==> src/rtl/hd_dma_ctrl.sv <==
// ----------------------------------------------------------------------------
// hd_dma_ctrl
// Block-copy sequencer: reads consecutive HD sectors and writes each word to
// main memory or the file table, one word per REQ/WRITE pair.
//
// Ports
//   clock, reset          rising-edge clock, synchronous active-low reset
//   start, dst_sel,       job request and descriptor (sampled in IDLE only)
//   src_trk, src_sect,
//   dst_addr, count
//   busy, done, err       job status (err = HD ack timeout, sticky to next job)
//   hd_req, hd_trk,       HD read request and sector address
//   hd_sect, hd_ack,
//   hd_data
//   mem_we, tab_we,       destination write strobes with shared address/data
//   wr_addr, wr_data
// ----------------------------------------------------------------------------
module hd_dma_ctrl #(
    parameter int DATA_W       = 32,
    parameter int ADDR_W       = 16,
    parameter int SECT_W       = 12,
    parameter int TRK_W        = 5,
    parameter int SECT_PER_TRK = 3000,
    parameter int CNT_W        = 16,
    parameter int TIMEOUT      = 255
) (
    input  logic              clock,
    input  logic              reset,
    input  logic              start,
    input  logic              dst_sel,
    input  logic [TRK_W-1:0]  src_trk,
    input  logic [SECT_W-1:0] src_sect,
    input  logic [ADDR_W-1:0] dst_addr,
    input  logic [CNT_W-1:0]  count,
    output logic              busy,
    output logic              done,
    output logic              err,
    output logic              hd_req,
    output logic [TRK_W-1:0]  hd_trk,
    output logic [SECT_W-1:0] hd_sect,
    input  logic              hd_ack,
    input  logic [DATA_W-1:0] hd_data,
    output logic              mem_we,
    output logic              tab_we,
    output logic [ADDR_W-1:0] wr_addr,
    output logic [DATA_W-1:0] wr_data
);

    localparam int WAIT_W = $clog2(TIMEOUT + 1);

    typedef enum logic [1:0] {IDLE, REQ, WRITE, DONE} state_t;

    state_t             state;
    logic               sel;
    logic [CNT_W-1:0]   remain;
    logic [WAIT_W-1:0]  wait_cnt;
    logic [TRK_W-1:0]   trk_ptr;
    logic [SECT_W-1:0]  sect_ptr;
    logic [ADDR_W-1:0]  addr_ptr;

    // The pointer registers are the address outputs: during REQ they name the
    // sector being fetched, during WRITE the destination being written. They
    // advance at the end of WRITE.
    assign hd_trk  = trk_ptr;
    assign hd_sect = sect_ptr;
    assign wr_addr = addr_ptr;

    always_ff @(posedge clock) begin
        if (!reset) begin
            state    <= IDLE;
            sel      <= 1'b0;
            remain   <= '0;
            wait_cnt <= '0;
            trk_ptr  <= '0;
            sect_ptr <= '0;
            addr_ptr <= '0;
            busy     <= 1'b0;
            done     <= 1'b0;
            err      <= 1'b0;
            hd_req   <= 1'b0;
            mem_we   <= 1'b0;
            tab_we   <= 1'b0;
            wr_data  <= '0;
        end else begin
            // Strobes are single-cycle unless re-asserted below.
            done   <= 1'b0;
            mem_we <= 1'b0;
            tab_we <= 1'b0;

            case (state)
                IDLE: begin
                    if (start) begin
                        sel      <= dst_sel;
                        remain   <= count;
                        trk_ptr  <= src_trk;
                        sect_ptr <= src_sect;
                        addr_ptr <= dst_addr;
                        wait_cnt <= '0;
                        err      <= 1'b0;
                        if (count == '0) begin
                            done  <= 1'b1;
                            state <= DONE;
                        end else begin
                            busy   <= 1'b1;
                            hd_req <= 1'b1;
                            state  <= REQ;
                        end
                    end
                end

                REQ: begin
                    if (hd_ack) begin
                        wr_data  <= hd_data;
                        wait_cnt <= '0;
                        hd_req   <= 1'b0;
                        mem_we   <= ~sel;
                        tab_we   <= sel;
                        state    <= WRITE;
                    end else if (wait_cnt == WAIT_W'(TIMEOUT - 1)) begin
                        // This is the TIMEOUT-th cycle without an ack: abort the
                        // job without writing the pending word.
                        wait_cnt <= '0;
                        err      <= 1'b1;
                        hd_req   <= 1'b0;
                        busy     <= 1'b0;
                        done     <= 1'b1;
                        state    <= DONE;
                    end else begin
                        wait_cnt <= wait_cnt + WAIT_W'(1);
                    end
                end

                WRITE: begin
                    addr_ptr <= addr_ptr + ADDR_W'(1);
                    if (sect_ptr == SECT_W'(SECT_PER_TRK - 1)) begin
                        sect_ptr <= '0;
                        trk_ptr  <= trk_ptr + TRK_W'(1);
                    end else begin
                        sect_ptr <= sect_ptr + SECT_W'(1);
                    end
                    remain <= remain - CNT_W'(1);
                    if (remain == CNT_W'(1)) begin
                        busy  <= 1'b0;
                        done  <= 1'b1;
                        state <= DONE;
                    end else begin
                        hd_req <= 1'b1;
                        state  <= REQ;
                    end
                end

                DONE: begin
                    state <= IDLE;
                end

                default: begin
                    state <= IDLE;
                end
            endcase
        end
    end

endmodule

==> config.mk <==
export PLATFORM = sky130hd
export DESIGN_NAME = hd_dma_ctrl
export DESIGN_NICKNAME = d
export VERILOG_FILES = /design/src/rtl/hd_dma_ctrl.sv
export SDC_FILE = /design/constraint.sdc
export NUM_CORES = 1
export LEC_CHECK = 0
export CORE_MARGIN = 4
export CORE_UTILIZATION = 48
export CTS_BUF_LIST = sky130_fd_sc_hd__clkbuf_4 sky130_fd_sc_hd__clkbuf_8
export DETAILED_ROUTE_END_ITERATION = 8
export PLACE_DENSITY = 0.82
export SLEW_MARGIN = 20
export SYNTH_ARGS = -nofsm -noshare
export SYNTH_HDL_FRONTEND = slang
export SYNTH_SLANG_ARGS = --single-unit
==> constraint.sdc <==
create_clock -name clock -period 2.8 [get_ports clock]
set_input_delay 0.7 -clock clock [delete_from_list [all_inputs] [get_ports clock]]
set_output_delay 0.7 -clock clock [all_outputs]
set_load 0.1 [all_outputs]
After elaboration in Yosys (flattened, before gate mapping):

Index checks and enable logic that the tools add are counted.

* memory bits (writable): 0
* memories kept: 0
* bits in latches: 0
* bits in read-only memories: 0
* flip-flop bits (word level): 98
* input bits: 86

* shifts and indexed selects: 0
* mux-type cells: 39
* div/mod/pow operators: 0
* $add $sub $neg: 5
* $lt $le $gt $ge: 0
* reductions and logical operators: 15
* bitwise operators: 1
* equality and inequality tests: 14
* multiply operators: 0

Operators with widths (count)
* one-hot mux 16 bit (2 select lines): 2
* 2-to-1 mux 16 bit: 2
* 2-to-1 mux 12 bit: 2
* 2-to-1 mux 8 bit: 3
* one-hot mux 12 bit (2 select lines): 1
* adder 16 x 1 -> 16 bit, second input constant: 1
* == test 16 x 1 -> 1 bit, second input constant: 1
* logical NOT 16 bit: 1
* one-hot mux 8 bit (2 select lines): 1
* subtractor 16 x 1 -> 16 bit, second input constant: 1
* 2-to-1 mux 1 bit: 15
* inequality test 2 bit, second input constant: 7
* adder 12 x 1 -> 12 bit, second input constant: 1
* == test 12 bit, second input constant: 1
* 2-to-1 mux 2 bit: 5
* 2-to-1 mux 5 bit: 2
* one-hot mux 5 bit (2 select lines): 1
* AND reduction 2 bit: 5
* one-hot mux 1 bit (3 select lines): 3
* adder 8 x 1 -> 8 bit, second input constant: 1
* == test 8 bit, second input constant: 1
* one-hot mux 2 bit (4 select lines): 1
* AND reduction 3 bit: 2
* AND reduction 6 bit: 1
* 11 further kinds: 13

Longest topological paths before layout:

Gate-level depths: netlist of the first run.

* word-level depth: 4
* depth in mapped cells: 10
* depth with buffers taken out: 7

Worst setup path after synthesis of the first run:

No wires, ideal clock.

* kind: register -> register
* start point: reg sect_ptr[0], in the netlist hd_sect[0]
* end point: reg trk_ptr[0], in the netlist hd_trk[0]
* setup time: 0.061 ns
* path slack: 0.163 ns
* path buffers: 0
* period minus slack after synthesis: 2.637 ns
* arrival time: 2.577 ns
* required time: 2.739 ns
* stages on the path, launching flop included: 7
* cells stage by stage: dfxtp_1 ha_1 nand2_1 o41ai_2 nand2_1 a21oi_1 o221a_2

* word-level cells in the longest chain between the ends: 3

Ends and longest elaborated chain
* start: declaration: line 58 `logic [SECT_W-1:0] sect_ptr;`
* start signal: assignment: line 96 `sect_ptr <= src_sect;`
* start signal: assignment: line 139 `sect_ptr <= sect_ptr + SECT_W'(1);`
* == test 12 bit: line 135 `if (sect_ptr == SECT_W'(SECT_PER_TRK - 1)) begin`
* inequality test 2 bit (no line)
* AND reduction 3 bit (no line)
* end signal: assignment: line 95 `trk_ptr <= src_trk;`
* end signal: assignment: line 137 `trk_ptr <= trk_ptr + TRK_W'(1);`
* end: declaration: line 57 `logic [TRK_W-1:0] trk_ptr;`

Every way passes these cells.
A chain may end at the register's enable or synchronous reset.

Worst setup path in the final report of the first run:

* start point: reg state[0]
* end point: reg hd_req

* word-level cells in the longest chain between the ends: 3
* elaborated cells on any way between the ends: 10
* those cells by class: eq/ne: 6; mux: 1; reduce/logical: 3

Ends and longest elaborated chain
* start: declaration: line 53 `state_t state;`
* start signal: assignment: line 70 `state <= IDLE;`
* start signal: assignment: line 102 `state <= DONE;`
* start signal: assignment: line 106 `state <= REQ;`
* == test 2 x 1 -> 1 bit, or another cell as far along: line 90 `case (state)`
* inequality test 3 bit (no line), or another cell as far along
* AND reduction 5 bit (no line)
* end signal: assignment: line 80 `hd_req <= 1'b0;`
* end signal: assignment: line 105 `hd_req <= 1'b1;`
* end signal: assignment: line 115 `hd_req <= 1'b0;`
* end: declaration: line 38 `output logic hd_req,`

Parallel ways exist; a longest one is shown, timed or not.

==> results.toml, run 1 <==
[setup_path]
reg2reg_to = "hd_req"
max_stage_delay_ns = 0.66
worstSetupPathType = "reg -> reg"
cp-end-kind = "flop"
r2r-start = "state[0]"
cp_max_fo = 51
cp-start-kind = "flop"
path_cells = "inv_1 > ha_2 > inv_1 > buf_4 > nor4_1 > nor4_1 > mux2i_1"
reg2reg_slack_ns = 0.29
reg2reg_depth = 7
required_ns = 3.05
crit_slowest_cell = "nor4_1"
cp.arrival_ns = 2.76

[floorplanning]
rows = 36
ios = 157
coreArea_sq_mm = 0.00991
die_h_um = 110
die_area_sq_mm = 0.0120
start_util_pct = 50.1
die-width_um = 110

[logic_synthesis]
yosysSeqAreaShare_pct = 39.5
netlist_top_cells_area = "dfxtp_1 (40%), nand2_1 (9.7%), a21oi_1 (7.7%)"
synth-edff-count = 0
syn_area_sq_mm = 0.00497
ys_async_sr_fraction_pct = 0
ys_seq_elements = 98
ys.flop_type = "dfxtp_1"
synth_cell_types = 62
netlist_instances = 653
yosys_warnings = 0
synth_top_area_share_pct = 39.5
synth_nets = 751
syn_area_per_cell_sq_um = 7.60
yosysTopAreaCell = "dfxtp_1"

[sta]
fmax_mhz = 399
period_needed_ns = 2.51
fin_crit_sh_pct = 89.5
max_slew_margin_pct = 40.3
slew_viol_final = 0
rsz0062_at_grt = "no"
worstMarginPinSlew_ns = 0.887
setup_viol = 0
setup_slack_ns = 0.294
setup_tns_ns = 0
skew_ns = 0.0118
hold_ws_ns = 0.461
hold_viol = 0

[min_path]
holdPathEnd = "wr_data[13]"
min_from = "wr_data[13]"
hold-path-cell-count = 2
hp-class = "reg -> reg"

[power]
power.leakage_nw = 2.53
p_per_area_mw_per_mm2 = 1110
peakVddDrop_mv = 0.737

[cells_and_area]
fin_cells = 928
antennaDiodeCount = 0
layout_common_cells = "nand2_1 (128), dfxtp_1 (98), clkdlybuf4s50_1 (85), buf_4 (83), a21oi_1 (76)"
drive_above_1_share_pct = 15.0
nets = 888
final_common_cell = "nand2_1"
syn_to_final_growth_pct = 34.6

[clocking]
hold_buffers = 0
clk_pin_slew_ns = 0.10
cts_resized = 0
cts_tree = "yes"
clock_path_buffers = 2
clk_latency_ns = 0.37
numCtsBuffers = 9
clock_sinks = 98
cts_setup_buffers = 0
cts.htree.levels = 3
root_buffer = "clkbuf_8"

[detailed_routing]
vias = 5371
drt_drc_violations_left = 0
wl_per_cell_um = 16.3
ant_nets = 0
firstDrtPassIters = 5
drt_wl_total_mm = 15.1
drtIter0Drc = 451
viasPerCell = 5.79

[run_status]
status = "finished clean"

[place]
hpwl_mm = 11.0
placedCellCount = 912
port_buffers = 156
gp_congestion = 0.892
dp_slack_ns = 0.275

[global_route]
grt_max_degree = 52
use_met1_pct = 32.9
top_usage_layer = "met2"
antenna_found_initial = 0
grt_pass1_vias = 4909
grt_pass1_wl_mm = 23.7
grt_usage_pct = 24.5
grtUsageMet3_pct = 4.05
grt_overflow = 0
grtUsageMet2_pct = 40.0

[flow_run]
cap_violations = 0
-- critical path, delay by kind of cell, from the launching register on --
family	cells	cell delay (ns)
and+or+nand+nor	2	0.81
adders and majority gates	1	0.45
DFF	1	0.36
muxes	1	0.15
buffers and inverters	3	0.62
-- cells by family (layout without fill, tap and decap cells) --
family	count (synthesis)	count (layout)	share of synthesized area [%]
adders and majority gates	12	12	3.02
muxes	8	8	1.69
and+or+nand+nor	289	289	27.0
DFF	98	98	39.5
buffers and inverters	55	197	4.28
AOI/OAI and AO/OA	183	183	23.1
xor gates and xnor gates	8	8	1.41
-- state kept, by name, indices dropped and copies added (netlist names) --
name and cells:
wr_addr 16, tab_we 1, state 2, hd_sect 12, remain 16, done 1, err 1, mem_we 1
sel 1, wr_data 32, hd_trk 5, wait_cnt 8, busy 1, hd_req 1
-- power by group --
part	leakage, nW	internal [mW]	total, mW	switching, mW
clock network	0.0934	0.367	0.916	0.549
registers	0.801	1.73	2.13	0.401
logic	1.64	1.21	4.34	3.14
total	2.53	3.31	7.39	4.09
-- how the worst max path moves through the flow --
stage / startpoint / to / slack, ns / cells after the start
after floorplan: hd_sect[0] / hd_trk[0] / 0.16 / 6
after global placement: start / remain[15] / 0.34 / 6
after detailed placement: start / wr_addr[2] / 0.28 / 8
after CTS: state[0] / hd_req / 0.33 / 7
after global routing: state[0] / hd_sect[9] / 0.13 / 8
final: state[0] / hd_req / 0.29 / 7
-- layout make-up --
type,count,area (sq um)
flip-flops and latches,98,1960
clock buffers,10,138
fillers,857,3220
multi-input cells,500,2810
well taps,133,166
repair buffers,170,1510
inverters,11,41.3
clock inverters,6,55.1
-- through the flow --
| stage | cell area, sq um | util [%] | power [mW] |
|---|---|---|---|
| CTS | 6690 | 67.5 | 7.38 |
| detailed placement | 6490 | 65.5 | 6.47 |
| global placement | 6490 | 65.5 | 6.38 |
| global route | 6690 | 67.5 | 7.79 |
| floorplan | 4970 | - | 5.41 |
| finish | 6690 | 67.5 | 7.39 |
-- layer usage --
metal | routed length, um | vias to the layer above
met2 | 7170 | 255
met3 | 1180 | 32
met1 | 6420 | 2463
met5 | 0 | -
li1 | - | 2621
met4 | 370 | 0
-- synthesized netlist by cell type (6+ instances only) --
master	count
nor4_1	16
nand4_1	11
nor2_1	52
a22oi_1	7
clkbuf_1	38
o2bb2ai_1	6
nand3_1	19
nor3_1	20
nand2_1	128
inv_1	10
nor2b_1	8
and3_1	6
a21oi_1	76
ha_1	12
a211oi_1	6
o21ai_0	34
dfxtp_1	98
(Power assumes the default switching activity.)
==> run 2, diff against run 1 <==
clock period = 2.6 ns   (was 2.8 ns; I/O delays follow)
==> run 2 against run 1 <==
Compared with the run above: register-to-register slack worse by 0.02 ns; sequential share of layout area barely moved; die area unchanged; combinational power increased by 9.0%; sequential cell count unchanged; first-iteration DRC count shrank 6.9%; critical path type unchanged; highest routed layer unchanged.
==> results.toml, run 2 (synthesis gave the netlist of run 1 again) <==
[sta]
hold_viol = 0
fmax_mhz = 430
skew_ns = 0.0127
period_needed_ns = 2.32
rsz0062_at_grt = "no"
hold_ws_ns = 0.460
slew_viol_final = 0
setup_viol = 0
fin_crit_sh_pct = 89.4
max_slew_margin_pct = 32.9
setup_tns_ns = 0
setup_slack_ns = 0.276
worstMarginPinSlew_ns = 1.00

[power]
fin_total_pwr_mw = 7.95
p_per_area_mw_per_mm2 = 1190
combPwrFrac_pct = 59.5
switching_share_pct = 55.1
peakVddDrop_mv = 0.619
power.share.sequential_pct = 29.0
power.leakage_nw = 2.54
p_int_mw = 3.57
switchingPower_mw = 4.38
clkPwrFrac_pct = 11.5

[clocking]
clk_pin_slew_ns = 0.10
cts_tree = "yes"
clk_latency_ns = 0.36
hold_buffers = 0
root_buffer = "clkbuf_8"
cts_resized = 0
numCtsBuffers = 9
cts_setup_buffers = 0
clock_sinks = 98
clock_path_buffers = 2
cts.htree.levels = 3

[global_route]
grt_pass1_vias = 4847
antenna_found_initial = 0
grt_pass1_wl_mm = 23.8
grt_usage_pct = 24.5
grt_max_degree = 57
grt_overflow = 0

[min_path]
hp-class = "reg -> reg"
hold-path-cell-count = 1

[setup_path]
reg2reg_depth = 8
worstSetupPathType = "reg -> reg"
max_stage_delay_ns = 0.39
cp-start-kind = "flop"
cp.arrival_ns = 2.52
required_ns = 2.80
path_cells = "inv_1 > ha_2 > inv_1 > buf_4 > nand3_1 > o32a_1 > o21ai_0 > a21oi_1"
crit_slowest_cell = "dfxtp_1"
cp_common_cell = "inv_1"
cp-end-kind = "flop"
cp_max_fo = 33

[cells_and_area]
layout_common_cells = "nand2_1 (128), dfxtp_1 (96), buf_4 (88), clkdlybuf4s50_1 (85), a21oi_1 (76)"
final_common_cell = "nand2_1"
final_util_pct = 67.6
antennaDiodeCount = 0
top_register = "wr_data"
drive_above_1_share_pct = 15.6
nets = 892
syn_to_final_growth_pct = 34.9
largest_reg_flops = 32

[floorplanning]
rows = 36
die_h_um = 110
ios = 157
start_util_pct = 50.1
die_area_sq_mm = 0.0120
die-width_um = 110
coreArea_sq_mm = 0.00991

[detailed_routing]
drt_wl_total_mm = 15.2
ant_nets = 0
viasPerCell = 5.77
drtIter0Drc = 420
vias = 5376
drt_drc_violations_left = 0
firstDrtPassIters = 7
wl_per_cell_um = 16.3

[run_status]
status = "finished clean"

[place]
dp_slack_ns = 0.125
gp_congestion = 0.889
port_buffers = 156
hpwl_mm = 11.2

[flow_run]
cap_violations = 0
## run 2: cell types whose count changed in the layout (fill, tap and decap cells not counted), sizes merged
| cell | before | now |
|---|---|---|
| inv | 15 | 12 |
| buf | 85 | 89 |
| clkinv | 0 | 3 |
## run 2: metal layers
layer | global-route usage [%] | share of wire, % | wire length [um]
met2 | 40.9 | 48 | 7300
met5 | 0 | 0 | 0
met4 | 7.93 | 2.4 | 362
met3 | 3.46 | 6.9 | 1040
met1 | 32.7 | 43 | 6480
## run 2: worst max-delay path, delay by kind of cell (launching register included)
family	cells	cell delay [ns]
AO/OA/AOI/OAI	3	0.56
adder cells (fa/ha/maj)	1	0.26
buffers and inverters	3	0.63
flip-flops	1	0.39
AND/OR/NAND/NOR	1	0.32
## run 2: worst paths after layout
check / slack, ns / to / start
min: 0.46 / mem_we / sel
max: 0.28 / hd_sect[9] / state[0]
max reg2reg: 0.28 / hd_sect[9] / state[0]
min reg2reg: 0.46 / mem_we / sel
## run 2: power groups by stage
stage               sequential, mW  clock [mW]  combinational, mW
finish                        2.30       0.917               4.73
global route                  2.36        1.00               5.03
CTS                           2.29       0.936               4.71
detailed placement            2.32           0               4.69
global placement              2.31           0               4.61
floorplan                     4.08           0               1.75
## run 2: per-stage QoR
step	cell area, sq um	instances
finish	6700	932
global route	6700	932
CTS	6700	932
detailed placement	6510	916
global placement	6510	916
floorplan	4970	653
## run 2: final cells by class
cell class                      count  area, sq um
Clock buffer                       10          131
Clock inverter                      6         53.8
Fill cell                         853         3210
Inverter                           11         41.3
Multi-Input combinational cell    500         2810
Sequential cell                    98         1960
Tap cell                          133          166
Timing Repair Buffer              174         1530
==> RTL change 1: new RTL, settings of run 2 <==
The 4 states of `state_t` get a one-hot encoding in 4 bits.
--- a/src/rtl/hd_dma_ctrl.sv
+++ b/src/rtl/hd_dma_ctrl.sv
@@ -48,7 +48,7 @@
 
     localparam int WAIT_W = $clog2(TIMEOUT + 1);
 
-    typedef enum logic [1:0] {IDLE, REQ, WRITE, DONE} state_t;
+    typedef enum logic [3:0] {IDLE = 4'b0001, REQ = 4'b0010, WRITE = 4'b0100, DONE = 4'b1000} state_t;
 
     state_t             state;
     logic               sel;
Check against the original RTL: no difference found for any inputs over 10 cycles, from zero or initial values and one cycle with reset low; not proved beyond that.
==> RTL change 1 against run 2 <==
  * Area after synthesis decreased by 3.1%
  * Final cell count down 4.1%
  * Sequential cell count grew 2
  * Worst setup slack improved by 0.072 ns
  * Non-clock buffer count did not move
  * Wire length shrank 6.7%
  * Clock skew up 0.0051 ns
  * Global-route usage decreased by 0.67 points
  * Design area decreased by 0.92%
Power is not compared: it rests on default switching activity, and its combinational part moved more than twofold at a synthesized area within 25%.
==> RTL change 1: results (changes against run 2) <==
nets: 849  # -4.8%
grt_pass1_wl_microns: 22800  # -3.9%
routedWlPerCell_microns: 15.8  # -2.8%
clock_skew_ns: 0.0178  # +0.00511 ns
ys_seq_area_share_pct: 41.6  # +2.1 points
largest_reg_flops: 32  # unchanged
drt.antenna.violating_nets: 0  # unchanged
cts_max_path_buffers: 2  # unchanged
place_area_sq_um: 6380  # -2.0%
regToRegEndpoint: "remain[7]"
hold_slack_ns: 0.460  # -0.000629 ns
worstHoldEndpoint: "wr_data[10]"
vias_per_cell: 5.71  # -0.95%
clock_latency_ns: 0.37
mappedNetlistNets: 702  # -6.5%
cts_resized: 0  # unchanged
synth.distinct_cells: 66  # +6.5%
leakagePower_nw: 2.53
htree_levels: 3  # unchanged
yosysWarnings: 0  # unchanged
place.gp.congestion: 0.894  # +0.53%
path_clk_slew_ns: 0.10  # about the same
reg2reg_slack_ns: 0.35  # +0.07 ns
relSlewSlack_pct: 59.7  # +27 points
synthTopCellsByCount: "112 x nand2_1, 100 x dfxtp_1, 77 x a21oi_1"
r2r-start: "state[2]"
hp-class: "flop to flop"
ff2ff_path_depth: 4  # -4
synth_area_leaders: "dfxtp_1 42%, nand2_1 8.7%, a21oi_1 8.0%, nor2_1 3.6%, o21ai_0 2.8%"
dp_hpwl_microns: 10500  # -6.4%
dp.cells: 878  # -4.1%
grt_pass1_vias: 4908  # +1.3%
num_antenna_cells: 0  # unchanged
dr.first_iter.drc_count: 293  # -30%
ys_async_sr_fraction_pct: 0  # unchanged
regMostFlops: "wr_data"
drive_above_1_share_pct: 16.8  # +1.2 points
cts_buffers: 9  # unchanged
grt_max_degree: 67  # +18%
synth_cells: 609  # -6.7%
routed_wirelength_microns: 14200  # -6.7%
ir_drop_v: 0.000299
drtPass1Iterations: 5  # -2
hold_depth: 2  # +1
io_buffer_count: 156  # unchanged
cts_root_buf: "clkbuf_8"
cp_max_fo: 11  # -67%
hp-start: "wr_data[10]"
place_ws_ns: 0.273  # +0.149 ns
arrival_ns: 2.55  # +0.03 ns
status: "finished clean"
n_fill_cell: 830  # -2.7%
grt_use_total_pct: 23.9  # -0.67 points
cts_setup_buffers: 0  # unchanged
-- RTL change 1: how the worst max path moves through the flow --
stage	slack (ns)	depth (start not counted)	from	to
6_report	0.35	4	state[2]	remain[7]
5_1_grt	0.22	5	state[2]	hd_trk[0]
4_1_cts	0.35	4	state[2]	remain[7]
3_5_place_dp	0.27	7	start	hd_trk[0]
3_3_place_gp	0.32	7	start	remain[9]
2_1_floorplan	0.09	6	hd_sect[2]	hd_sect[7]
-- RTL change 1: report_power, final --
part	leakage, nW	switching, mW	internal, mW
logic	1.59	0.607	0.326
clock network	0.128	0.564	0.676
registers	0.816	0.0933	1.61
total	2.53	1.26	2.61
-- RTL change 1: logic make-up (layout without fill, tap and decap cells) --
logic type | count (synthesis) | in the layout | share of synthesized area [%]
AOI/OAI and AO/OA | 178 | 178 | 23.5
xor gates and xnor gates | 8 | 8 | 1.46
adders and majority gates | 7 | 7 | 1.82
buffers and inverters | 46 | 198 | 3.88
DFF | 100 | 100 | 41.6
muxes | 5 | 5 | 1.14
and+or+nand+nor | 265 | 265 | 26.6
-- RTL change 1: cell type report --
class	count	area (sq um)	share of cell area (%)
Multi-Input combinational cell	463	2620	39.5
Sequential cell	100	2010	30.2
Timing Repair Buffer	174	1560	23.5
Tap cell	133	166	2.51
Clock buffer	10	138	2.07
Clock inverter	6	116	1.75
Inverter	8	30.0	0.452
-- RTL change 1: worst max-delay path, stage by stage (launching register included) --
cell,delay (ns)
dfxtp_1,0.54
or4b_1,0.62
nor4_1,0.51
mux2_2,0.39
a21oi_1,0.13
-- RTL change 1: layer usage --
layer | track usage (%) | routed length, microns
met1 | 29.8 | 5880
met2 | 39.2 | 6490
met3 | 7.52 | 1530
met4 | 7.84 | 272
met5 | 0 | 0
==> RTL change 2: new RTL, settings of run 2 <==
Made on the original files. `ADDR_W`: 16 -> 15.
--- a/src/rtl/hd_dma_ctrl.sv
+++ b/src/rtl/hd_dma_ctrl.sv
@@ -17,7 +17,7 @@
 // ----------------------------------------------------------------------------
 module hd_dma_ctrl #(
     parameter int DATA_W       = 32,
-    parameter int ADDR_W       = 16,
+    parameter int ADDR_W       = 15,
     parameter int SECT_W       = 12,
     parameter int TRK_W        = 5,
     parameter int SECT_PER_TRK = 3000,
Ports: changed (resized dst_addr and wr_addr); port bits go from 157 to 155. The function was not compared with the original's and may differ.
==> RTL change 2 against run 2 <==
  * Sequential power decreased by 3%
  * Wire length decreased by 3.1%
  * Design area decreased by 0.30%
  * Final cell count decreased by 1.6%
  * Sequential cell count decreased by 1
  * First-iteration DRC count decreased by 19%
  * Area after synthesis decreased by 1.6%
  * Total power decreased by 3.8%
  * Synthesized cell count decreased by 3.4%
  * Worst setup slack improved by 0.048 ns
  * Clock skew increased by 0.0041 ns
  * Critical endpoint is now remain[14]
==> RTL change 2: results (changes against run 2) <==
ys_seq_area_share_pct: 39.7  # +0.22 points
nets: 876  # -1.8%
grt_use_total_pct: 24.4  # -0.079 points
drtPass1Iterations: 5  # -2
dp_hpwl_microns: 10600  # -5.4%
path_delay_family: "simple AND/OR/NAND/NOR gates"
leakagePower_nw: 2.56  # +0.74%
status: "finished clean"
synthTopCellsByCount: "115 x nand2_1, 97 x dfxtp_1, 81 x a21oi_1"
met1_length_microns: 6070  # -6.3%
grt_pass1_vias: 5082  # +4.8%
synthMuxAreaShare_pct: 1.89  # +0.21 points
synth_compound_area_share_pct: 23.5  # +0.42 points
worstHoldEndpoint: "wr_data[22]"
synthAdderAreaFrac_pct: 3.07  # +0.048 points
hp-start: "wr_data[22]"
synth.distinct_cells: 64  # +3.2%
vias_per_cell: 5.85  # +1.4%
grt_max_degree: 61  # +7.0%
cp_max_fo: 6  # -82%
reg2reg_slack_ns: 0.32  # +0.05 ns
cts_resized: 0  # unchanged
startpoint: "remain[2]"
drive_above_1_share_pct: 16.3  # +0.68 points
dp.cells: 901  # -1.6%
routed_wirelength_microns: 14700  # -3.1%
p_comb_mw: 4.47  # -5.5%
ff2ff_path_depth: 5  # -3
synth_area_leaders: "dfxtp_1 40%, nand2_1 8.8%, a21oi_1 8.3%, nor2_1 3.2%, ha_1 3.1%"
mappedNetlistNets: 728  # -3.1%
use_met3_pct: 7.82  # +4.4 points
ir_drop_v: 0.000548  # -11%
worst_pin_slew_ns: 0.727  # -0.278 ns
clock_skew_ns: 0.0168  # +0.00407 ns
dr_wl_met2_microns: 6850  # -6.2%
critPathSlowestCell: "nor3b_1"
layoutNonFillerInstCount: 917  # -1.6%
route.met3.wl_microns: 1630  # +56%
arrival_ns: 2.53  # about the same
sequentialPowerShare_pct: 29.2  # +0.2 points
cpPeakStageDelay_ns: 0.66  # +0.27 ns
hold_depth: 2  # +1
synthXorXnorAreaFrac_pct: 1.25  # -0.16 points
io_buffer_count: 154  # -1.3%
avgSynthCellArea_sq_um: 7.75  # +1.9%
dr.first_iter.drc_count: 341  # -19%
grt_util_met2_pct: 40.2  # -0.71 points
grt_pass1_wl_microns: 23600  # -0.55%
use_met1_pct: 30.7  # -2.1 points
switching_share_pct: 54.8  # -0.26 points
crit_end: "remain[14]"
place.gp.congestion: 0.911  # +2.4%
[RTL change 2: final cells by class]
class                      instances  area, sq um
fill                             815         3190
multi-input combinational        481         2780
sequential                        97         1950
timing repair buffer             177         1550
tap                              133          166
clock buffer                       9          124
clock inverter                     7         61.3
inverter                          13         48.8
[RTL change 2: per-stage QoR]
stage	utilization (%)	power [mW]	instance area (sq um)	hold slack [ns]	setup WS, ns
global placement	65.6	6.58	6470	0.442	0.124
global route	67.7	8.07	6680	0.488	0.111
finish	67.7	7.64	6680	0.462	0.324
CTS	67.5	7.63	6660	0.463	0.175
detailed placement	65.6	6.68	6470	0.443	0.158
floorplan	-	5.53	4890	0.416	0.108
[RTL change 2: kinds of logic (layout without fill, tap and decap cells)]
logic type	count (synthesis)	in the layout
and+or+nand+nor	266	266
AOI/OAI and AO/OA	187	187
xor gates and xnor gates	7	7
buffers and inverters	53	206
adders and majority gates	12	12
DFF	97	97
muxes	9	9
